**src/rtl/diffeq_mul_scheduler.sv**
```systemverilog
// Euler-step scheduler for y'' + 3xy' + 3y = 0 (u = y').
// It sequences three products per iteration through one shared handshaked multiplier.
module diffeq_mul_scheduler #(
    parameter int W      = 16,
    parameter int ITER_W = 8
) (
    input  logic              clk,
    input  logic              reset,
    input  logic              in_valid,
    input  logic [2:0]        in_sel,
    input  logic [W-1:0]      in_data,
    input  logic              start,
    output logic              mul_req,
    output logic [W-1:0]      mul_a,
    output logic [W-1:0]      mul_b,
    input  logic              mul_ack,
    input  logic [W-1:0]      mul_p,
    output logic              busy,
    output logic              valid,
    output logic              limit,
    output logic [W-1:0]      x_out,
    output logic [W-1:0]      y_out,
    output logic [W-1:0]      u_out,
    output logic [ITER_W-1:0] iter_count,
    output logic [2:0]        state
);

    typedef enum logic [2:0] {
        S_IDLE   = 3'd0,
        S_MUL1   = 3'd1,
        S_MUL2   = 3'd2,
        S_MUL3   = 3'd3,
        S_UPDATE = 3'd4,
        S_DONE   = 3'd5
    } state_t;

    localparam logic [ITER_W-1:0] ITER_MAX = '1;

    state_t      st;
    logic [W-1:0] x, y, u, dx, a;
    logic [W-1:0] p1, p2, p3;

    logic [W-1:0]      x_next;
    logic [W-1:0]      p2x3;
    logic [W-1:0]      p3x3;
    logic [W-1:0]      u_next;
    logic [ITER_W-1:0] iter_next;

    assign x_next    = x + dx;
    assign p2x3      = (p2 << 1) + p2;
    assign p3x3      = (p3 << 1) + p3;
    assign u_next    = u - p2x3 - p3x3;
    assign iter_next = iter_count + 1'b1;

    assign mul_req = (st == S_MUL1) || (st == S_MUL2) || (st == S_MUL3);
    assign busy    = mul_req || (st == S_UPDATE);
    assign valid   = (st == S_DONE);
    assign state   = st;
    assign x_out   = x;
    assign y_out   = y;
    assign u_out   = u;

    // Operands come straight from registers that cannot change while a request is open.
    always_comb begin
        mul_a = '0;
        mul_b = '0;
        case (st)
            S_MUL1: begin
                mul_a = u;
                mul_b = dx;
            end
            S_MUL2: begin
                mul_a = x;
                mul_b = p1;
            end
            S_MUL3: begin
                mul_a = y;
                mul_b = dx;
            end
            default: begin
                mul_a = '0;
                mul_b = '0;
            end
        endcase
    end

    always_ff @(posedge clk) begin
        if (reset) begin
            st         <= S_IDLE;
            x          <= '0;
            y          <= '0;
            u          <= '0;
            dx         <= '0;
            a          <= '0;
            p1         <= '0;
            p2         <= '0;
            p3         <= '0;
            iter_count <= '0;
            limit      <= 1'b0;
        end else begin
            case (st)
                S_IDLE, S_DONE: begin
                    // A load in the same cycle as start wins; start is dropped.
                    if (in_valid) begin
                        case (in_sel)
                            3'd0:    x  <= in_data;
                            3'd1:    dx <= in_data;
                            3'd2:    a  <= in_data;
                            3'd3:    u  <= in_data;
                            3'd4:    y  <= in_data;
                            default: ;
                        endcase
                    end else if (start) begin
                        iter_count <= '0;
                        limit      <= 1'b0;
                        st         <= ($signed(x) >= $signed(a)) ? S_DONE : S_MUL1;
                    end
                end
                S_MUL1: begin
                    if (mul_ack) begin
                        p1 <= mul_p;
                        st <= S_MUL2;
                    end
                end
                S_MUL2: begin
                    if (mul_ack) begin
                        p2 <= mul_p;
                        st <= S_MUL3;
                    end
                end
                S_MUL3: begin
                    if (mul_ack) begin
                        p3 <= mul_p;
                        st <= S_UPDATE;
                    end
                end
                S_UPDATE: begin
                    u          <= u_next;
                    y          <= y + p1;
                    x          <= x_next;
                    iter_count <= iter_next;
                    // Reaching a takes priority over the iteration cap when both hit together.
                    if ($signed(x_next) >= $signed(a)) begin
                        st <= S_DONE;
                    end else if (iter_next < ITER_MAX) begin
                        st <= S_MUL1;
                    end else begin
                        st    <= S_DONE;
                        limit <= 1'b1;
                    end
                end
                default: st <= S_IDLE;
            endcase
        end
    end

endmodule

```
**config.mk**
```make
export PLATFORM = sky130hd
export DESIGN_NAME = diffeq_mul_scheduler
export DESIGN_NICKNAME = d
export VERILOG_FILES = /design/src/rtl/diffeq_mul_scheduler.sv
export SDC_FILE = /design/constraint.sdc
export NUM_CORES = 1
export LEC_CHECK = 0
export ABC_CLOCK_PERIOD_IN_PS = 7800
export CORE_MARGIN = 2
export CORE_UTILIZATION = 61
export CTS_BUF_LIST = sky130_fd_sc_hd__clkbuf_16
export DETAILED_ROUTE_END_ITERATION = 10
export PLACE_DENSITY = 0.87
export RECOVER_POWER = 50
export SLEW_MARGIN = 20
export SYNTH_ARGS = -nofsm -noshare
export SYNTH_HDL_FRONTEND = slang
export SYNTH_SLANG_ARGS = --single-unit
```
**constraint.sdc**
```tcl
create_clock -name clk -period 7.8 [get_ports clk]
set_input_delay 1.56 -clock clk [delete_from_list [all_inputs] [get_ports clk]]
set_output_delay 1.56 -clock clk [all_outputs]
set_load 0.02 [all_outputs]
```
Word-level counts from Yosys, hierarchy flattened
Cells that the tools add are included.

Flip-flop bits (word level): 140. Bits in latches: 0. RAM bits: 0. Bits in read-only memories: 0. Output and inout port bits: 95. Word-level logic and storage cells: 88. Memories kept: 0.

Add/subtract/negate cells: 7. $mul: 0. Div/mod/pow operators: 0. Order comparisons: 3. Eq/ne operators: 20. Shifts and indexed selects: 0. Mux-type cells: 28. Bitwise logic cells: 0. Reductions and logical operators: 19.

Operators with widths (number): $pmux W16 S2 (4); $mux W16 (6); $add A16 B16 Y16 (4); $pmux W16 S3 (1); $ge A16 B16 Y1 (2); $sub A16 B16 Y16 (2); $mux W3 (8); $reduce_and A3 Y1 (6); $mux W8 (2); $ne A2 B2 Y1 const B (8); $pmux W8 S2 (1); $pmux W3 S5 (1); $eq A3 B2 Y1 const B (4); $reduce_and A5 Y1 (2); $eq A3 B3 Y1 const B (3); $add A8 B1 Y8 const B (1); $lt A8 B8 Y1 const B (1); $eq A3 B1 Y1 const B (2); $logic_not A3 Y1 (2); $ne A2 B1 Y1 const B (3); $reduce_and A2 Y1 (3); $mux W1 (4); $reduce_or A2 Y1 (2); $logic_or A1 B1 Y1 (3); other kinds (2) (2).

Logic depth before layout (Yosys ltp)
Word-level depth: 5. Mapped depth: 17.

Worst setup path after synthesis
Ideal clock, no wire load.

Path kind: register to register. Start point: register x[0] (netlist: x_out[0]). End point: register st[2] (netlist: state[2]). Data arrival time: 3.598 ns. Data required time: 7.680 ns. Path slack: 4.082 ns. Cell stages (with the launch flop): 17. Clock period less this slack: 3.718 ns. Cell sequence: dfxtp_1 > ha_1 > fa_1 > a21o_1 > a221oi_2 > and3_1 > inv_1 > a311o_1 > xor2_1 > ha_1 > and3_1 > nand4_1 > o21ai_0 > nor3_1 > mux2i_1 > a21oi_1 > a211o_1.

Cells in the longest elaborated chain, start to end: 5. Elaborated cells between the ends (all ways): 8. Classes of those cells: 1 x add/sub; 2 x order compare; 5 x mux.

RTL lines: start, declared (line 40) `logic [W-1:0] x, y, u, dx, a;`; start signal, assigned (line 106) `3'd0: x <= in_data;`; start signal, assigned (line 140) `x <= x_next;`; parallel branches: the longest is 4 deep, another holds $add A16 B16 Y16; $pmux W3 S5 (*) (line 101) `case (st)`; end signal, assigned (line 116) `st <= ($signed(x) >= $signed(a)) ? S_DONE : S_MUL1;`; end, declared (line 39) `state_t st;`.

Mark *: on every way between the ends. The select of a mux whose other input is x is not followed. A chain may end at the register's enable or synchronous reset.

Final worst setup path
Start point: register st[1] (netlist: state[1]). End point: output port mul_a[6].

Cells in the longest elaborated chain, start to end: 2. Elaborated cells between the ends (all ways): 4. Classes of those cells: 3 x eq/ne; 1 x mux.

RTL lines: $eq A3 B2 Y1 / $eq A3 B1 Y1 (equally long branches) (line 67) `case (st)`; $pmux W16 S3 (*) (line 67); end, declared (line 14) `output logic [W-1:0] mul_a,`.

Mark *: on every way between the ends. The rest lies on a longest branch, timed or not.

==> results.md <==
* Final period util at roughly three fifths
* Run status: finished, violations left
* Skew final at 8.052 ps
* Diodes inserted at 0
* Simple-Gate Fraction of Synth Area at 18.29%
* Total track usage at 33.09%
* Static leakage at between 4 and 5 nW
* HP Class: reg2reg
* Worst hold start: p2[8]
* Site row count at 47
* Post-CTS Setup Inserts at 0
* CP max stage delay at 640 ps
* Largest net degree at the start of global routing at 76
* Vias in the first global route at around 9300
* Drt first pass iters at 5
* Vias at 9809
* GPL Wtd Cong at approximately 0.96
* Final wirelength at around 30000 microns
* CTS Sinks at 140
* Yosys top cell area share at between 20% and 30%
* Final HPWL DP at 21300 microns
* First DRT Iteration DRCs at 891
* Final Net Count at 1533
* Compound-Gate Fraction of Synth Area at 18.64%
* Top cells by count, synth: nor2_1 (170), nand2_1 (168), dfxtp_1 (140)
* Post-synthesis adder-cell area fraction at 18.66%
* Largest family of logic cells by synthesized area: adder cells
* Detailed-route vias per instance at 6.134
* Slew @ Worst Pin at 2108 ps
* Top post-synthesis cells by area: dfxtp_1 (27%), ha_1 (10%), fa_1 (8.5%)
* Syn Nets at 1438
* Slew Viols, Final at 17
* Core area at 16580 sq um
* P&R area growth vs syn at 19.16%
* Clock Tree Buf Depth at 2
* Cell Area, Synth at 10340 sq um
* Max_slew headroom at -41.62%
* Routed Antenna Nets at 0
* Endpoints failing setup at 0
* Maximum clock frequency at 219.5 MHz
* Post-route setup TNS at 0 ps
* DRC viols at 0
* Root buffer cell: clkbuf_16
* Mux contribution to synthesized area at 7.855%
* Worst path slowest cell: clkdlybuf4s50_1
* Crit Path Class: reg2out
* CTS tree: yes
* Fin. Hold Viols at 0
* RR Endpoint: state[2]
* RSZ-0062 raised after global routing: false
* Grt total ovfl at 0
* Die width at roughly 130 microns
* IO Pins at ~140
* Largest area contributor in the netlist: dfxtp_1
* Buffers on Ports at ~130
* Hold endpoint: p2[8]
* First-pass GRT wire length at 47220 microns
* Min cycle time layout at around 4600 ps
* XOR/XNOR share of the synthesized area at roughly 4.1%
* WHS Path Cells at 2
* Mapped Cells at between 1000 and 1500
* Resized cells post-CTS at 0
* Failing checks: max-capacitance violations, max-slew violations
* CP arrival at 3000 ps
* Critical path required time at 6240 ps
* H-tree Lvls at 4
* CTS clk-pin slew, worst paths at 60 ps
* Syn avg cell area at 8.133 sq um
* Synth cell types at 70
* Critical R2R Launch: x_out[1]
* Endpoint class of the critical path: output pin
* Pwr Total at 0.004064 W
* Initial antenna violation count at 0
* Post-synth EDFFs at 0
* R2R setup slack at 3510 ps
* Register area share after synthesis at 27.11%
* Die area at 18000 sq um
* Ys Warns at 0
* Max-capacitance violation count at 1
* Synth Flop Type: dfxtp_1
* Initial core utilization at 62.34%
* Critical-path cell list: buf_4 > clkinv_1 > nor2_1 > buf_4 > a22oi_1 > nor2_1 > clkdlybuf4s50_1
* Wire per inst at between 15 and 20 microns
* Crit path max fanout at 41
* Synthesized flop and latch total at 140
* Worst-Skew Late Latency at 430 ps
* Post-synth ARST share at 0%
* Share of layout cells above drive strength 1 at 4.931%
* Peak supply drop at 0.2202 mV
* PD cells at 330.0 nW/um^2
* Final core occ at 74.28%
* Register-to-Register Path Depth at 16
* Cts hold-fix bufs at 0
* Number of CTS-inserted buffers at 17
* Die height at 134.2 microns
* Most numerous cell in the Yosys netlist: nor2_1
* Startpoint type of the worst setup path: register
-- cells by family after synthesis --
family	count (synthesis)
AND/OR/NAND/NOR	436
flip-flops	140
adder cells (fa/ha/maj)	128
XOR/XNOR	46
multiplexers	79
AO/OA/AOI/OAI	306
buffers and inverters	136
-- per-stage QoR --
| stage | area (sq um) | worst slack, ps | cells | hold WS (ps) |
|---|---|---|---|---|
| floorplan | 10340 | 4082 | 1271 | 436.3 |
| global placement | 11750 | 3677 | 1567 | 443.2 |
| detailed placement | 11750 | 3624 | 1567 | 446.3 |
| CTS | 12350 | 3244 | 1599 | 454.3 |
| global route | 12320 | 3116 | 1599 | 466.9 |
| finish | 12320 | 3245 | 1599 | 453.2 |
-- report_power, final --
part           internal (W)  total, W  leakage [nW]  switching [W]
combinational      0.000940   0.00218          3.26        0.00124
sequential         0.000833   0.00104          1.14       0.000203
clock              0.000529  0.000850         0.303       0.000322
total               0.00230   0.00406          4.70        0.00176
-- sequential cells by signal (all words and copies together) (netlist names) --
name,cells
a,16
dx,16
iter_count,8
limit,1
p1,16
p2,16
p3,16
state,3
u_out,16
x_out,16
y_out,16
-- layer usage --
metal	vias up	global-route usage, %	routed length (microns)	share of wire (%)
met5	-	0	0	0
met4	0	17.49	1359	4.6
met3	99	4.573	2090	7.1
met2	434	54.14	14260	48
met1	4651	42.66	11920	40
li1	4625	-	-	-
-- final cells by class --
type                            count  area, sq um
Clock buffer                       17        425.4
Tap cell                          220        275.3
Multi-Input combinational cell    995         6978
Sequential cell                   140         2805
Timing Repair Buffer              142         1391
Clock inverter                     15        180.2
Fill cell                        1247         4265
Inverter                           70        262.8
-- cell usage in the layout, fill, tap and decap left out, types with 26 or more instances in the layout --
master / synthesis / routed
nor2_1: 170 / 168
nand2_1: 168 / 167
dfxtp_1: 140 / 138
a21oi_1: 128 / 128
ha_1: 83 / 83
clkdlybuf4s50_1: 0 / 82
inv_1: 69 / 71
mux2i_1: 62 / 62
dlygate4sd3_1: 0 / 51
o21ai_0: 46 / 46
fa_1: 44 / 44
xnor2_1: 29 / 29
a211oi_1: 26 / 26
-- worst max-delay path by stage --
stage,from,end,slack (ps),depth (start not counted)
after global routing,state[1],mul_a[6],3120,7
after detailed placement,in_sel[0],u_out[10],3620,7
after global placement,in_sel[0],u_out[10],3680,7
final,state[1],mul_a[6],3240,7
after floorplan,x_out[0],state[2],4080,16
after CTS,state[1],mul_a[6],3240,7
-- worst max-delay path, delay by kind of cell (launching register included) --
| family | cells | cell delay [ps] |
|---|---|---|
| AO/OA/AOI/OAI | 1 | 120 |
| flip-flops | 1 | 300 |
| AND/OR/NAND/NOR | 2 | 370 |
| buffers and inverters | 4 | 1760 |
(Power assumes the default switching activity.)
